===== config.mk =====
export PLATFORM = sky130hd
export DESIGN_NAME = lock_seq_ctrl
export DESIGN_NICKNAME = d
export VERILOG_FILES = /design/src/rtl/lock_seq_pkg.sv /design/src/rtl/lock_timer.sv /design/src/rtl/lock_seq_ctrl.sv
export SDC_FILE = /design/constraint.sdc
export NUM_CORES = 1
export LEC_CHECK = 0
export CORE_MARGIN = 3
export CORE_UTILIZATION = 45
export CTS_CLUSTER_SIZE = 20
export DETAILED_ROUTE_END_ITERATION = 16
export GPL_TIMING_DRIVEN = 0
export SYNTH_ARGS = -nofsm -noshare
export SYNTH_HDL_FRONTEND = slang
export SYNTH_SLANG_ARGS = --single-unit

===== constraint.sdc =====
create_clock -name clk -period 3.7 [get_ports clk]
set_input_delay 1.11 -clock clk [delete_from_list [all_inputs] [get_ports clk]]
set_output_delay 1.11 -clock clk [all_outputs]
set_load 0.01 [all_outputs]

===== src/rtl/lock_seq_pkg.sv =====
// Shared types and constants for the combination-lock sequencer.
// Codes are written in entry order: the first digit entered is the most significant nibble.
package lock_seq_pkg;

  typedef enum logic [2:0] {
    S_IDLE    = 3'd0,
    S_ENTRY   = 3'd1,
    S_CHECK   = 3'd2,
    S_OPEN    = 3'd3,
    S_PROGRAM = 3'd4,
    S_FAIL    = 3'd5,
    S_LOCKOUT = 3'd6
  } state_e;

  localparam logic [1:0] PB_NONE  = 2'b00;
  localparam logic [1:0] PB_SHORT = 2'b01;
  localparam logic [1:0] PB_LONG  = 2'b10;

  localparam int DIG_IDX_W  = 2;
  localparam int MAX_DIGITS = 4;

  // Swaps between entry order (first digit at the top) and display order (digit 0 at [3:0]).
  // The mapping is its own inverse, so it serves both directions.
  function automatic logic [15:0] rev_digits(input logic [15:0] v, input int n);
    logic [15:0] r;
    r = '0;
    for (int i = 0; i < MAX_DIGITS; i++)
      if (i < n) r[4*i +: 4] = v[4*(n-1-i) +: 4];
    return r;
  endfunction

endpackage


===== src/rtl/lock_timer.sv =====
// Loadable down-counter; done_o is high for the single cycle the count sits at zero after a load.
module lock_timer #(
  parameter int W = 8
) (
  input  logic         clk,
  input  logic         rst,
  input  logic         load_i,
  input  logic [W-1:0] load_val_i,
  output logic         done_o
);

  logic [W-1:0] count_q;
  logic         run_q;

  always_ff @(posedge clk or posedge rst) begin
    if (rst) begin
      count_q <= '0;
      run_q   <= 1'b0;
    end else if (load_i) begin
      count_q <= load_val_i;
      run_q   <= 1'b1;
    end else if (run_q) begin
      if (count_q == '0) run_q   <= 1'b0;
      else               count_q <= count_q - W'(1);
    end
  end

  assign done_o = run_q && (count_q == '0);

endmodule


===== src/rtl/lock_seq_ctrl.sv =====
// Combination-lock sequencer: code entry, compare, unlock, reprogramming, fail hold and lockout.
// Display outputs are computed from next-state values so they line up with state_o.
module lock_seq_ctrl
  import lock_seq_pkg::*;
#(
  parameter int          NUM_DIGITS     = 4,
  parameter logic [15:0] DEFAULT_CODE   = 16'h1234,
  parameter int          MAX_TRIES      = 3,
  parameter logic [23:0] FAIL_CYCLES    = 24'd6_000_000,
  parameter logic [27:0] LOCKOUT_CYCLES = 28'd120_000_000
) (
  input  logic        clk,
  input  logic        rst,
  input  logic [3:0]  enc,
  input  logic [1:0]  pb_press_type,
  output logic [15:0] digits,
  output logic [3:0]  digit_en,
  output logic [1:0]  cursor,
  output logic [2:0]  state_o,
  output logic        unlocked,
  output logic        fail,
  output logic        alarm
);

  localparam int TRY_W = $clog2(MAX_TRIES + 1);
  localparam logic [27:0] TMR_MAX = (28'(FAIL_CYCLES) > LOCKOUT_CYCLES) ?
                                    28'(FAIL_CYCLES) : LOCKOUT_CYCLES;
  localparam int TMR_W = (TMR_MAX > 28'd1) ? $clog2(TMR_MAX) : 1;
  localparam logic [TMR_W-1:0] FAIL_LOAD = TMR_W'(FAIL_CYCLES - 24'd1);
  localparam logic [TMR_W-1:0] LOCK_LOAD = TMR_W'(LOCKOUT_CYCLES - 28'd1);
  localparam logic [15:0] CODE_MASK = 16'((32'd1 << (4*NUM_DIGITS)) - 32'd1);
  localparam logic [3:0]  EN_MASK   = 4'((32'd1 << NUM_DIGITS) - 32'd1);
  localparam logic [DIG_IDX_W-1:0] LAST = DIG_IDX_W'(NUM_DIGITS - 1);
  localparam logic [TRY_W-1:0] LAST_TRY = TRY_W'(MAX_TRIES - 1);

  state_e               state_q, state_d;
  logic [15:0]          buf_q, buf_d;
  logic [15:0]          code_q, code_d;
  logic [DIG_IDX_W-1:0] cur_q, cur_d;
  logic [TRY_W-1:0]     tries_q, tries_d;
  logic [15:0]          digits_q, digits_d;
  logic [3:0]           den_q, den_d;
  logic                 unl_q, unl_d, fail_q, fail_d, alarm_q, alarm_d;
  logic                 tmr_load, tmr_done;
  logic [TMR_W-1:0]     tmr_val;
  logic                 short_p, long_p;

  assign short_p = (pb_press_type == PB_SHORT);
  assign long_p  = (pb_press_type == PB_LONG);

  lock_timer #(.W(TMR_W)) u_timer (
    .clk        (clk),
    .rst        (rst),
    .load_i     (tmr_load),
    .load_val_i (tmr_val),
    .done_o     (tmr_done)
  );

  always_comb begin
    state_d  = state_q;
    buf_d    = buf_q;
    cur_d    = cur_q;
    code_d   = code_q;
    tries_d  = tries_q;
    tmr_load = 1'b0;
    tmr_val  = '0;
    case (state_q)
      S_IDLE: if (short_p) begin
        buf_d   = '0;
        cur_d   = '0;
        state_d = S_ENTRY;
      end
      S_ENTRY, S_PROGRAM: begin
        if (short_p) begin
          buf_d[{cur_q, 2'b00} +: 4] = enc;
          if (cur_q == LAST) begin
            if (state_q == S_ENTRY) state_d = S_CHECK;
            else begin
              code_d  = rev_digits(buf_d, NUM_DIGITS) & CODE_MASK;
              state_d = S_IDLE;
            end
          end else begin
            cur_d = cur_q + DIG_IDX_W'(1);
          end
        end else if (long_p) begin
          buf_d   = '0;
          state_d = (state_q == S_ENTRY) ? S_IDLE : S_OPEN;
        end
      end
      S_CHECK: begin
        if (buf_q == rev_digits(code_q, NUM_DIGITS)) begin
          tries_d = '0;
          state_d = S_OPEN;
        end else if (tries_q == LAST_TRY) begin
          tmr_load = 1'b1;
          tmr_val  = LOCK_LOAD;
          state_d  = S_LOCKOUT;
        end else begin
          if (tries_q != '1) tries_d = tries_q + TRY_W'(1);
          tmr_load = 1'b1;
          tmr_val  = FAIL_LOAD;
          state_d  = S_FAIL;
        end
      end
      S_OPEN: begin
        if (short_p) state_d = S_IDLE;
        else if (long_p) begin
          cur_d   = '0;
          buf_d   = '0;
          state_d = S_PROGRAM;
        end
      end
      S_FAIL: if (tmr_done) state_d = S_IDLE;
      S_LOCKOUT: if (tmr_done) begin
        tries_d = '0;
        state_d = S_IDLE;
      end
      default: state_d = S_IDLE;
    endcase
  end

  // Display: buffer with the cursor slot following enc live, or the stored code when open.
  always_comb begin
    digits_d = '0;
    den_d    = '0;
    case (state_d)
      S_ENTRY, S_PROGRAM: begin
        digits_d = buf_d;
        digits_d[{cur_d, 2'b00} +: 4] = enc;
        for (int i = 0; i < MAX_DIGITS; i++)
          den_d[i] = (DIG_IDX_W'(i) <= cur_d);
      end
      S_OPEN: begin
        digits_d = rev_digits(code_d, NUM_DIGITS);
        den_d    = 4'hF;
      end
      default: ;
    endcase
    digits_d = digits_d & CODE_MASK;
    den_d    = den_d & EN_MASK;
    unl_d    = (state_d == S_OPEN) || (state_d == S_PROGRAM);
    fail_d   = (state_d == S_FAIL);
    alarm_d  = (state_d == S_LOCKOUT);
  end

  always_ff @(posedge clk or posedge rst) begin
    if (rst) begin
      state_q  <= S_IDLE;
      buf_q    <= '0;
      code_q   <= DEFAULT_CODE & CODE_MASK;
      cur_q    <= '0;
      tries_q  <= '0;
      digits_q <= '0;
      den_q    <= '0;
      unl_q    <= 1'b0;
      fail_q   <= 1'b0;
      alarm_q  <= 1'b0;
    end else begin
      state_q  <= state_d;
      buf_q    <= buf_d;
      code_q   <= code_d;
      cur_q    <= cur_d;
      tries_q  <= tries_d;
      digits_q <= digits_d;
      den_q    <= den_d;
      unl_q    <= unl_d;
      fail_q   <= fail_d;
      alarm_q  <= alarm_d;
    end
  end

  assign digits   = digits_q;
  assign digit_en = den_q;
  assign cursor   = cur_q;
  assign state_o  = state_q;
  assign unlocked = unl_q;
  assign fail     = fail_q;
  assign alarm    = alarm_q;

endmodule


==> After elaboration in Yosys (flattened, before gate mapping) <==
Cells that the tools add are included.
{ "classes": {"add_sub_neg": 5, "n_lt_le_gt_ge": 4, "eq_ne": 21, "shifts": 4, "mux": 51, "n_reduce_logical": 11} }
{ "ops": {"columns": ["operator", "count"], "rows": [
  ["27-bit 2-to-1 mux", 6],
  ["16-bit 2-to-1 mux", 8],
  ["16-bit case mux with 3 select lines", 1],
  ["16-bit bitwise mux", 2],
  ["16-bit case mux with 2 select lines", 1],
  ["4-bit by 6-bit variable shift with 16-bit output (first input constant)", 2],
  ["4-bit by 6-bit indexed part select with 16-bit output", 2],
  ["27-bit logical NOT", 1],
  ["27-bit by 1-bit subtractor with 27-bit output (second input constant)", 1],
  ["2-bit 2-to-1 mux", 12],
  ["3-bit 2-to-1 mux", 8],
  ["3-bit == test (second input constant)", 6],
  ["16-bit == test", 1],
  ["4-bit 2-to-1 mux", 4],
  ["3-bit case mux with 5 select lines", 1],
  ["4-bit negator with 6-bit output", 2],
  ["3-bit by 2-bit == test with 1-bit output (second input constant)", 3],
  ["4-bit case mux with 2 select lines", 1],
  ["2-bit == test (second input constant)", 3],
  ["3-bit by 1-bit == test with 1-bit output (second input constant)", 2],
  ["2-bit inequality test (second input constant)", 3],
  ["3-bit inequality test (second input constant)", 2],
  ["2-bit case mux with 3 select lines", 1],
  ["2-bit OR reduction", 3],
  ["12 further kinds", 20]
]} }
{ "word_totals": {"ff_bits": 90, "input_bits": 8, "output_inout_bits": 28} }

==> Depth between registers and ports, before layout <==
Gate-level depths: netlist (run 1).
{ "depth": {"depth_word": 8, "mapped_depth": 13, "ltp_nobuf": 12} }

==> Modules after synthesis <==
Synthesis (run 1) repeated with hierarchy kept, for this count alone.
{ "unflattened": {"cells_unflattened": 601, "hier_area_um2": 5559.1} }
{ "by_module_without_submodules": {"columns": ["module", "n_inst", "cells_per_inst", "area_each_um2", "seq_area_each_um2"], "rows": [
  ["lock_seq_ctrl", 1, 405, 3786.1, 1557.7],
  ["lock_timer", 1, 196, 1773.0, 700.7]
]} }

==> Worst setup path after synthesis (run 1) <==
No wires, ideal clock.
{ "synth_timing": {"kind": "input to register", "startpoint": "input port pb_press_type[1]", "endpoint": "register digits_q[4], in the netlist digits[4]", "setup_ns": 0.083, "arrival_time_ns": 3.526, "required_time_ns": 3.617, "path_slack_ns": 0.091, "path_stages": 11, "cell_sequence": "nor3b_1 nand2_1 o21ai_0 inv_1 ha_1 nor2_1 nand2_1 o22a_1 o22ai_1 a22oi_1 o22ai_1"} }
{ "synth_between": {"elab_chain_cells": 8} }
{ "synth_lines": {"columns": ["element", "line", "rtl"], "rows": [
  ["from (decl)", "lock_seq_ctrl.sv:15", "input logic [1:0] pb_press_type,"],
  ["2-bit == test", "lock_seq_ctrl.sv:49", "assign long_p = (pb_press_type == PB_LONG);"],
  ["2-bit 2-to-1 mux", "lock_seq_ctrl.sv:107", "else if (long_p) begin"],
  ["2-bit 2-to-1 mux", "lock_seq_ctrl.sv:106", "if (short_p) state_d = S_IDLE;"],
  ["2-bit case mux with 3 select lines (*)", "lock_seq_ctrl.sv:67", "case (state_q)"],
  ["named net cur_d[1]", "lock_seq_ctrl.sv:39", "logic [DIG_IDX_W-1:0] cur_q, cur_d;"],
  ["4-bit negator with 6-bit output (*)", "lock_seq_ctrl.sv:129", "digits_d[{cur_d, 2'b00} +: 4] = enc;"],
  ["4-bit by 6-bit indexed part select with 16-bit output / 4-bit by 6-bit variable shift with 16-bit output (equally long branches)", "lock_seq_ctrl.sv:129", null],
  ["16-bit bitwise mux (*)", "lock_seq_ctrl.sv:129", null],
  ["16-bit case mux with 2 select lines (*)", "lock_seq_ctrl.sv:126", "case (state_d)"],
  ["named net digits_d[4]", "lock_seq_ctrl.sv:41", "logic [15:0] digits_q, digits_d;"],
  ["to (signal assigned)", "lock_seq_ctrl.sv:164", "digits_q <= digits_d;"],
  ["to (decl)", "lock_seq_ctrl.sv:41", null]
]} }
The timed path passes the listed nets; every way through them passes the cells marked *.
A chain may end at the register's enable or synchronous reset.

==> Worst setup path in the final report (run 1) <==
{ "layout_timing": {"startpoint": "input port pb_press_type[0]", "endpoint": "register digits_q[5], in the netlist digits[5]"} }
Same word-level chain as after synthesis.

==> reports/metrics.cfg, run 1 <==
[worst_hold_path]
whs_path_depth = 2
min_from = code_q[7]
hold_path.class = reg -> reg
hold_end = code_q[7]

[route]
drtIter0Drc = 277
drc = 0
dr.pass1.iters = 7
vias = 4132
post_drt_wl_per_cell_um = 18.45
ant_nets = 0
via_per_inst = 5.869
wl_mm = 12.99

[sta]
finalClockSkew_ns = 0.003475
relSlewSlack_pct = 37.15
worstMarginPinSlew_ns = 0.9296
whs_ns = 0.5270
fin_crit_ns = 3.378
finalSetupViolCount = 0
final_max_slew_viol_count = 0
hold_viol_final = 0
rsz0062_at_grt = false
clock.fmax_mhz = 296.1
fin_ws_ns = 0.3225
period_share_pct = 91.28

[job]
drv_cap = 0

[cts]
clkSlewWorstSetupHoldPaths_ns = 0.08
cts_tree = done
cts_made_buffers = 9
cts.htree.levels = 3
worstSkewPairLatency_ns = 0.37
hold_buffers = 0
cts.path.max_buffers = 2
cts_sinks = 90
cts-root-buf = clkbuf_8

[critical_path]
worstPathRequired_ns = 3.98
cp_max_fo = 10
ff2ff_path_depth = 12
critPathLaunchType = input port
r2r_start = state_o[2]
worst_ep_arrival_time_ns = 3.66
endpoint_kind = flop
startpoint = pb_press_type[0]
regToRegSetupSlack_ns = 0.51
criticalPathCategory = in -> reg
rr_endpoint = digits[5]

[cells_and_area]
antenna_cells = 0
final_cell_mix = 85 x dfrtp_1, 42 x a21oi_1, 36 x nor2_1
fin_area_um2 = 5804
finalNetCount = 589
synthToLayoutAreaGrowth_pct = 15.98
final_common_cell = dfrtp_1
final_layout_size_suffix_gt1_share_pct = 8.979
num-fill-cells = 996

[global_routing]
grt_pass1_vias = 4040
grt_max_degree = 51
antenna_found_initial = 0
grt_use_total_pct = 20.99
grt_pass1_wl_mm = 21.02
grt.overflow.total = 0

[logic_synthesis]
synth_edf_count = 0
yosys_most_used_dff = dfrtp_1
syn-cell-area_um2 = 5005
synth_area_per_cell_um2 = 9.680
synth.distinct_cells = 61
netlist_instances = 517
ys_async_sr_fraction_pct = 100.0
synth_nets = 542
ys_ff_latch = 90
yosys_warnings = 0
seq_area_frac_synth_pct = 45.13

[placed_design]
dpl-instance-area_um2 = 5545
port_buffers = 34
dp_slack_ns = -1.482
place.gp.congestion = 0.9029
dp_hpwl_mm = 9.121

[die]
dieArea_um2 = 12420
rows = 37
fp.dieW_um = 111.5
die_y_um = 111.5
core-area_um2 = 10560
io_pins = 36
start_util_pct = 47.42

[run_status]
outcome = complete, no violations

[pwr]
power_density_nw_per_um2 = 292.9
total_power_w = 0.001700
leakage_nw = 2.648
vdd_drop_max_v = 0.0002149

[cell usage after synthesis (6+ instances only)]
cell type	instances	share of area, %
dfrtp_1	85	43
a21oi_1	42	4.2
nor2_1	37	2.8
inv_1	34	2.5
xnor2_1	34	6.0
nand2_1	28	2.1
nor3_1	19	1.9
o22ai_1	18	2.3
a22oi_1	17	2.5
ha_1	17	4.2
clkbuf_1	16	1.2
nor2b_1	15	1.9
nand3_1	12	1.2
nor4_1	12	1.5
a22o_1	11	1.9
nand4_1	8	1.0
o21ai_0	8	0.80
or3_1	8	1.0
a31oi_1	6	0.75
o211ai_1	6	0.90
or4_1	6	0.90
xor2_1	6	1.0
[routing by layer]
| layer | track usage (%) | vias to the layer above | part of all wire [%] |
|---|---|---|---|
| met5 | 0 | - | 0 |
| met4 | 7.543 | 0 | 1.8 |
| met3 | 3.641 | 20 | 4.9 |
| met2 | 30.32 | 114 | 44 |
| met1 | 31.60 | 2017 | 50 |
| li1 | - | 1981 | - |
[power breakdown]
part           total (W)  internal, W  switching [W]
Sequential      0.000983     0.000983              0
Combinational  0.0000540    0.0000161      0.0000379
Clock           0.000663     0.000326       0.000338
Total            0.00170      0.00132       0.000376
[cell families after synthesis]
kind of cell / count (synthesis) / synth area share, %
XOR/XNOR: 40 / 7.000
buffers and inverters: 57 / 4.925
multiplexers: 1 / 0.2250
adder cells (fa/ha/maj): 18 / 4.450
AND/OR/NAND/NOR: 174 / 19.22
flip-flops: 90 / 45.13
AO/OA/AOI/OAI: 137 / 19.05
[registers in the layout, indices dropped and copies added (netlist names)]
name,flops
digit_en,4
fail,1
u_timer.count_q,27
digits,16
state_o,3
u_timer.run_q,1
cursor,2
buf_q,16
code_q,16
unlocked,1
alarm,1
tries_q,2
[worst max path at each step]
stage,endpoint,depth (start not counted)
floorplan,digits[4],11
global placement,digits[5],12
detailed placement,digits[4],12
CTS,digits[4],12
global route,digits[5],12
finish,digits[5],12
[through the flow]
stage,setup TNS (ns),utilization [%],std cells
2_1_floorplan,0,-,517
3_3_place_gp,-118.70,52.25,687
3_5_place_dp,-20.48,52.54,688
4_1_cts,0,54.93,703
5_1_grt,0,54.99,704
6_report,0,54.99,704
[timing repair]
action                                  CTS  global route
hold endpoints to repair                  0             0
setup buffers                             0             1
endpoints found under the setup margin   18            10
pin swaps                                 2             2
gates resized for setup                  15             4
[worst max-delay path, cell delays in order]
cell	delay, ns
dlymetal6s2s_1	0.25
nor3b_4	0.41
nand2_4	0.20
o21ai_4	0.24
inv_1	0.11
ha_1	0.29
nor2_2	0.22
nand2_1	0.11
o22a_1	0.20
o22ai_2	0.23
a22oi_1	0.11
o22ai_1	0.19
[layout make-up]
cell class / count / area [um^2] / share of cell area, %
inverter: 34 / 130.1 / 2.242
clock inverter: 3 / 40.04 / 0.6898
tap: 136 / 170.2 / 2.932
buffer: 23 / 120.1 / 2.069
timing repair buffer: 36 / 372.9 / 6.424
sequential: 90 / 2258 / 38.91
clock buffer: 12 / 145.1 / 2.501
multi-input combinational: 370 / 2567 / 44.23
No activity file was read; power rests on OpenSTA's default activity.
==> inputs of run 2 (changes only) <==
--- a/config.mk
+++ b/config.mk
@@ -5,11 +5,13 @@
 export SDC_FILE = /design/constraint.sdc
 export NUM_CORES = 1
 export LEC_CHECK = 0
+export ABC_AREA = 1
 export CORE_MARGIN = 3
 export CORE_UTILIZATION = 45
 export CTS_CLUSTER_SIZE = 20
 export DETAILED_ROUTE_END_ITERATION = 16
 export GPL_TIMING_DRIVEN = 0
+export SETUP_SLACK_MARGIN = 0.4
 export SYNTH_ARGS = -nofsm -noshare
 export SYNTH_HDL_FRONTEND = slang
 export SYNTH_SLANG_ARGS = --single-unit
==> run 2 against run 1 <==
- non-clock buffer count grew 5
- worst hold slack lost 0.029 ns
- sequential share of layout area shrank 4.0 points
- via count grew 20%
- power grew to 3.0 times the previous value
- combinational power grew to 53 times the previous value
- routed wire length grew 7.9%
- clock power grew 32%
- register-to-register slack gained 0.62 ns
- final area grew 11%
- critical path depth grew 3
- critical path type unchanged
- critical endpoint is now digits[13]
- highest routed layer unchanged
==> reports/metrics.cfg, run 2 <==
[critical_path]
r2r_start = state_o[1]
path_depth = 15  ; +3
cp_common_cell = nand2_1
worstPathBufferInverterCount = 5  ; +3
endpoint_kind = flop
startpoint = pb_press_type[0]
path_cells = clkdlybuf4s50_1, inv_2, nor2_8, clkinvlp_4, nand2_1, nand2_1, nand2_1, o21ai_4, ha_2, buf_6, buf_4, nand3_1, o21ai_0, nand2_2, nand2_1
crit_family = buffers and inverters
cp_max_fo = 8  ; -2
ff2ff_path_depth = 21  ; +9
critPathMaxStageDelay_ns = 0.47  ; +0.06 ns
slowest_stage = clkdlybuf4s50_1
critPathLaunchType = input port
cp-endpoint = digits[13]
rr_endpoint = digits[7]
criticalPathCategory = in -> reg
regToRegSetupSlack_ns = 1.13  ; +0.62 ns
worstPathRequired_ns = 3.98  ; about the same
worst_ep_arrival_time_ns = 3.45  ; -0.21 ns

[pwr]
switching_share_pct = 46.25  ; +24 points
power_frac_clock_pct = 17.2  ; -22 points
switchingPower_w = 0.002356  ; +530%
internal_power_w = 0.002738  ; +110%
p_seq_share_pct = 26.5  ; -31 points
power_density_nw_per_um2 = 787.2  ; +170%
p_comb_share_pct = 56.3  ; +53 points
leakage_nw = 3.376  ; +28%
vdd_drop_max_v = 0.0003504  ; +63%

[cells_and_area]
antenna_cells = 0  ; unchanged
synthToLayoutAreaGrowth_pct = 18.90
finalNetCount = 831  ; +41%
largest_register_ff_count = 27  ; unchanged
num-fill-cells = 1138  ; +14%
final_cell_mix = 240 x nand2_1, 95 x inv_1, 85 x dfrtp_1
final_layout_size_suffix_gt1_share_pct = 13.81  ; +4.8 points
ff_latch_area_um2 = 2258  ; unchanged
layout.cells.non_filler = 954  ; +36%
final_common_cell = nand2_1
multi_input_area_um2 = 2716  ; +5.8%
fin_util_pct = 55.72  ; +0.73 points
largest-register = u_timer.count_q

[route]
wl_mm = 14.02  ; +7.9%
ant_nets = 0  ; unchanged
drtIter0Drc = 281  ; +1.4%
post_drt_wl_per_cell_um = 14.69  ; -20%
via_per_inst = 5.177  ; -12%
drc = 0  ; unchanged
vias = 4939  ; +20%
dr.pass1.iters = 5  ; -2

[logic_synthesis]
yosys_most_used_dff = dfrtp_1
seq_area_frac_synth_pct = 41.49  ; -3.6 points
synth_nets = 769  ; +42%
netlist_instances = 744  ; +44%
syn-cell-area_um2 = 5443  ; +8.8%
synth_top_area_share_pct = 39.08  ; -3.4 points
synth_area_per_cell_um2 = 7.315  ; -24%
yosysMostFrequentCell = nand2_1
ys_ff_latch = 90  ; unchanged
ys_async_sr_fraction_pct = 100.0  ; unchanged
synth_commonest_cells = 241 x nand2_1, 100 x inv_1, 85 x dfrtp_1, 61 x o21ai_0, 58 x nor2_1
synth_area_leader_cell = dfrtp_1
synth.distinct_cells = 43  ; -30%
synth_area_leaders = dfrtp_1 39%, nand2_1 17%, inv_1 6.9%, o21ai_0 5.6%, nor2_1 4.0%
yosys_warnings = 0  ; unchanged
synth_edf_count = 0  ; unchanged

[sta]
whs_ns = 0.4977  ; -0.02926 ns
worstMarginPinSlew_ns = 0.5409  ; -0.3888 ns
clock.fmax_mhz = 315.6  ; +6.6%
rsz0062_at_grt = true
fin_crit_ns = 3.169  ; -0.2086 ns
period_share_pct = 85.65  ; -5.6 points
finalClockSkew_ns = 0.006421  ; +0.002946 ns
finalSetupViolCount = 0  ; unchanged
setup_tns_ns = 0  ; unchanged
hold_viol_final = 0  ; unchanged
relSlewSlack_pct = 63.94  ; +27 points
final_max_slew_viol_count = 0  ; unchanged

[die]
start_util_pct = 46.86  ; -0.55 points
dieArea_um2 = 13450  ; +8.3%
core-area_um2 = 11610  ; +10%
die_y_um = 116.0  ; +4.1%
fp.dieW_um = 116.0  ; +4.1%
io_pins = 36  ; unchanged
rows = 39  ; +5.4%

[worst_hold_path]
hold_path.class = reg -> reg
whs_path_depth = 2  ; unchanged

[cts]
cts-root-buf = clkbuf_16
cts_sinks = 90  ; unchanged
cts_made_buffers = 9  ; unchanged
cts_tree = done
cts.htree.levels = 3  ; unchanged
clkSlewWorstSetupHoldPaths_ns = 0.06  ; -0.02 ns
cts.path.max_buffers = 2  ; unchanged
worstSkewPairLatency_ns = 0.34  ; -0.03 ns

[placed_design]
port_buffers = 35  ; +2.9%
place.gp.congestion = 0.9189  ; +1.8%
dp_hpwl_mm = 10.66  ; +17%
placed_cells = 924  ; +34%

[global_routing]
grt_use_total_pct = 22.21  ; +1.2 points
grt_pass1_vias = 4869  ; +21%
grt_max_degree = 40  ; -22%
antenna_found_initial = 0  ; unchanged
grt.overflow.total = 0  ; unchanged
grt_pass1_wl_mm = 23.57  ; +12%

[run_status]
outcome = complete, no violations

[job]
drv_cap = 0  ; unchanged

[run 2: cell types whose count changed after synthesis, sizes merged, moves of 15 or more]
| cell | change |
|---|---|
| nor2 | +31 |
| nand3 | +23 |
| nand2 | +232 |
| xnor2 | -33 |
| inv | +76 |
| a21oi | -26 |
| o21ai | +56 |
| nor2b | -15 |
[run 2: layout make-up]
type	instances	share of cell area [%]
Multi-Input combinational cell	531	41.98
Sequential cell	90	34.90
Timing Repair Buffer	51	7.637
Inverter	110	6.651
Clock buffer	12	3.964
Tap cell	143	2.765
Buffer	13	1.701
Clock inverter	4	0.4060
[run 2: what timing repair did]
item	in CTS	in global routing
hold buffers	0	0
setup endpoints to repair	17	12
pin swaps	1	2
hold endpoints to repair	0	0
resized for setup	11	16
buffers inserted	1	13
[run 2: stage by stage]
step | power, W | setup slack [ns] | instance area (um^2)
2_1_floorplan | 0.003338 | 0.5120 | 5446
3_3_place_gp | 0.003977 | -0.6447 | 5976
3_5_place_dp | 0.004038 | -0.6619 | 6016
4_1_cts | 0.004967 | 0.4005 | 6329
5_1_grt | 0.005548 | 0.3871 | 6471
6_report | 0.005094 | 0.5310 | 6471
[run 2: logic make-up after synthesis]
family / after synthesis / share of synthesized area (%)
buffers and inverters: 123 / 9.425
multiplexers: 2 / 0.3678
AO/OA/AOI/OAI: 114 / 12.25
AND/OR/NAND/NOR: 392 / 31.59
XOR/XNOR: 6 / 0.9655
flip-flops: 90 / 41.49
adder cells (fa/ha/maj): 17 / 3.908
[run 2: per-layer routing]
metal  global-route usage (%)  share of wire [%]
met2                    34.64                 46
met1                    31.79                 48
met3                    3.603                4.8
met5                        0                  0
met4                    6.961                1.1
[run 2: worst min path at each step]
stage	from	end	slack, ns
final	u_timer.count_q[0]	u_timer.count_q[0]	0.50
after CTS	u_timer.count_q[0]	u_timer.count_q[0]	0.50
after detailed placement	u_timer.count_q[0]	u_timer.count_q[0]	0.48
after global routing	u_timer.count_q[1]	u_timer.count_q[1]	0.54
after floorplan	u_timer.count_q[0]	u_timer.count_q[0]	0.47
after global placement	u_timer.count_q[0]	u_timer.count_q[0]	0.48
[run 2: power groups by stage]
stage                     combinational [W]  clock, W  sequential, W
after floorplan                     0.00198         0        0.00136
after global placement              0.00262         0        0.00136
after detailed placement            0.00267         0        0.00137
after CTS                           0.00273  0.000888        0.00135
after global routing                0.00324  0.000932        0.00138
final                               0.00287  0.000878        0.00135
[run 2: tightest hold or removal path: stages (launching register included)]
cell,delay [ns]
dfrtp_1,0.34
nand2_1,0.05
nand3_1,0.07
==> inputs of run 3 (changes only) <==
--- a/config.mk
+++ b/config.mk
@@ -10,7 +10,7 @@
 export CORE_UTILIZATION = 45
 export CTS_CLUSTER_SIZE = 20
 export DETAILED_ROUTE_END_ITERATION = 16
-export GPL_TIMING_DRIVEN = 0
+export GPL_TIMING_DRIVEN = 1
 export SETUP_SLACK_MARGIN = 0.4
 export SYNTH_ARGS = -nofsm -noshare
 export SYNTH_HDL_FRONTEND = slang
==> run 3 against run 2 <==
- core utilization shrank 1.4 points
- via count fell by 0.99%
- sequential share of layout area grew 0.93 points
- critical path depth shrank 2
- critical endpoint unchanged
- worst hold slack improved by 0.011 ns
- clock skew is 0.0020 ns higher
- register-to-register slack got worse by 0.20 ns
- power is essentially flat
- flip-flop and latch count is the same
- clock power grew 14%
==> reports/metrics.cfg, run 3 (synthesis results as in run 2) <==
[run_status]
outcome = complete, no violations

[placed_design]
dp_hpwl_mm = 10.17  ; -4.6%
port_buffers = 35  ; unchanged
place.gp.congestion = 0.9243  ; +0.59%
dp_slack_ns = 0.1631  ; +0.8251 ns

[die]
dieArea_um2 = 13450  ; unchanged
rows = 39  ; unchanged
start_util_pct = 46.86  ; unchanged
die_y_um = 116.0  ; unchanged
core-area_um2 = 11610  ; unchanged
fp.dieW_um = 116.0  ; unchanged
io_pins = 36  ; unchanged

[cts]
worstSkewPairLatency_ns = 0.35  ; about the same
cts_made_buffers = 9  ; unchanged
hold_buffers = 0  ; unchanged
clkSlewWorstSetupHoldPaths_ns = 0.07  ; about the same
cts_tree = done
cts.htree.levels = 3  ; unchanged
cts-root-buf = clkbuf_16
cts_sinks = 90  ; unchanged
cts.path.max_buffers = 2  ; unchanged

[pwr]
p_comb_share_pct = 53.8  ; -2.5 points
internal_power_w = 0.002766  ; +1.0%
p_seq_share_pct = 26.6  ; about the same
total_power_w = 0.005092  ; about the same
vdd_drop_max_v = 0.0004010  ; +14%
switching_share_pct = 45.67  ; -0.58 points
power_frac_clock_pct = 19.6  ; +2.4 points
leakage_nw = 3.288  ; -2.6%
power_density_nw_per_um2 = 807.9  ; +2.6%
switchingPower_w = 0.002326  ; -1.3%

[cells_and_area]
ff_latch_area_um2 = 2258  ; unchanged
largest_register_ff_count = 27  ; unchanged
synthToLayoutAreaGrowth_pct = 15.82
final_layout_size_suffix_gt1_share_pct = 10.98  ; -2.8 points
final_cell_mix = 241 x nand2_1, 98 x inv_1, 85 x dfrtp_1
multi_input_area_um2 = 2684  ; -1.2%
largest-register = u_timer.count_q
antenna_cells = 0  ; unchanged
final_common_cell = nand2_1
finalNetCount = 812  ; -2.3%
num-fill-cells = 1128  ; -0.88%

[global_routing]
grt.overflow.total = 0  ; unchanged
grt_pass1_wl_mm = 23.27  ; -1.3%
grt_use_total_pct = 22.06  ; -0.16 points
use_met3_pct = 3.708  ; +0.10 points
grt_pass1_vias = 4748  ; -2.5%
busiest_layer = met2
antenna_found_initial = 0  ; unchanged
met2_usage_pct = 33.06  ; -1.6 points
grtUsageMet1_pct = 32.25  ; +0.45 points
grt_max_degree = 91  ; +130%

[route]
wl_mm = 13.91  ; -0.76%
ant_nets = 0  ; unchanged
drc = 0  ; unchanged
drtIter0Drc = 248  ; -12%
dr.pass1.iters = 5  ; unchanged
post_drt_wl_per_cell_um = 14.88  ; +1.3%
vias = 4890  ; -0.99%
via_per_inst = 5.230  ; +1.0%

[sta]
rsz0062_at_grt = true
fin_ws_ns = 0.5565  ; +0.02542 ns
hold_viol_final = 0  ; unchanged
setup_tns_ns = 0  ; unchanged
final_max_slew_viol_count = 0  ; unchanged
finalClockSkew_ns = 0.008372  ; +0.001951 ns
relSlewSlack_pct = 65.09  ; +1.1 points
clock.fmax_mhz = 318.1  ; +0.81%
finalSetupViolCount = 0  ; unchanged
worstMarginPinSlew_ns = 0.5218  ; -0.01901 ns
period_share_pct = 84.96  ; -0.69 points
fin_crit_ns = 3.144  ; -0.02543 ns

[job]
drv_cap = 0  ; unchanged

[critical_path]
worstPathRequired_ns = 3.98  ; about the same
cp_max_fo = 8  ; unchanged
worst_ep_arrival_time_ns = 3.43  ; -0.02 ns
endpoint_kind = flop
criticalPathCategory = in -> reg
critPathLaunchType = input port

[worst_hold_path]
hold_path.class = reg -> reg

## run 3: cell count changes in the layout (fill, tap and decap cells not counted), sizes merged
| cell | previous run | this run |
|---|---|---|
| inv | 108 | 109 |
| dlymetal6s2s | 0 | 1 |
| clkinvlp | 3 | 2 |
| clkinv | 3 | 2 |
| dlygate4sd2 | 1 | 0 |
| clkbuf | 13 | 11 |
| buf | 28 | 10 |
| bufinv | 0 | 2 |
## run 3: worst max-delay path, stage by stage
cell and delay [ns]:
clkdlybuf4s50_1 0.47, inv_2 0.07, nor2_8 0.14, nand2_2 0.14, or2_1 0.28, nand2_4 0.08, inv_2 0.07, ha_1 0.41
buf_4 0.20, nand3_1 0.10, o21ai_0 0.23, nand2_2 0.07, nand2_1 0.07
## run 3: path summary, 6_finish.rpt
path	startpoint	end	slack (ns)	depth (start not counted)
max	pb_press_type[0]	digits[13]	0.56	13
min	u_timer.count_q[0]	u_timer.count_q[0]	0.51	2
max reg2reg	state_o[1]	digits[13]	0.93	13
min reg2reg	u_timer.count_q[0]	u_timer.count_q[0]	0.51	2
max in group asynchronous	rst	code_q[12]	2.03	3
min in group asynchronous	rst	digits[2]	1.25	3
## run 3: repair_timing
item	in CTS	in global routing
resized for setup	0	6
setup buffers	0	0
endpoints found under the setup margin	0	12
## run 3: cell type report
cell class                      count  share of cell area, %
Sequential cell                    90                  35.83
Multi-Input combinational cell    531                  42.58
Timing Repair Buffer               45                  6.987
Tap cell                          143                  2.838
Clock inverter                      5                  1.231
Clock buffer                       11                  3.851
Inverter                          110                  6.689
## run 3: power groups by stage
stage               sequential [W]  clock (W)  combinational, W
global placement           0.00136          0           0.00266
CTS                        0.00135    0.00102           0.00271
global route               0.00138    0.00106           0.00307
floorplan                  0.00136          0           0.00198
detailed placement         0.00137          0           0.00268
finish                     0.00135    0.00100           0.00274
## run 3: metrics by stage
step	utilization, %	cells	hold WS, ns	instance area (um^2)
6_report	54.28	935	0.5087	6304
5_1_grt	54.28	935	0.5302	6304
4_1_cts	54.15	935	0.5077	6289
3_5_place_dp	51.39	919	0.4886	5968
3_3_place_gp	51.39	919	0.4801	5968
2_1_floorplan	-	744	0.4652	5446
## run 3: per-layer routing
layer  part of all wire (%)  routed length (um)  up-vias
met2                     44                6157      114
li1                       -                   -     2450
met3                    4.1                 566       15
met5                      0                   0        -
met1                     50                6952     2311
met4                    1.7                 234        0
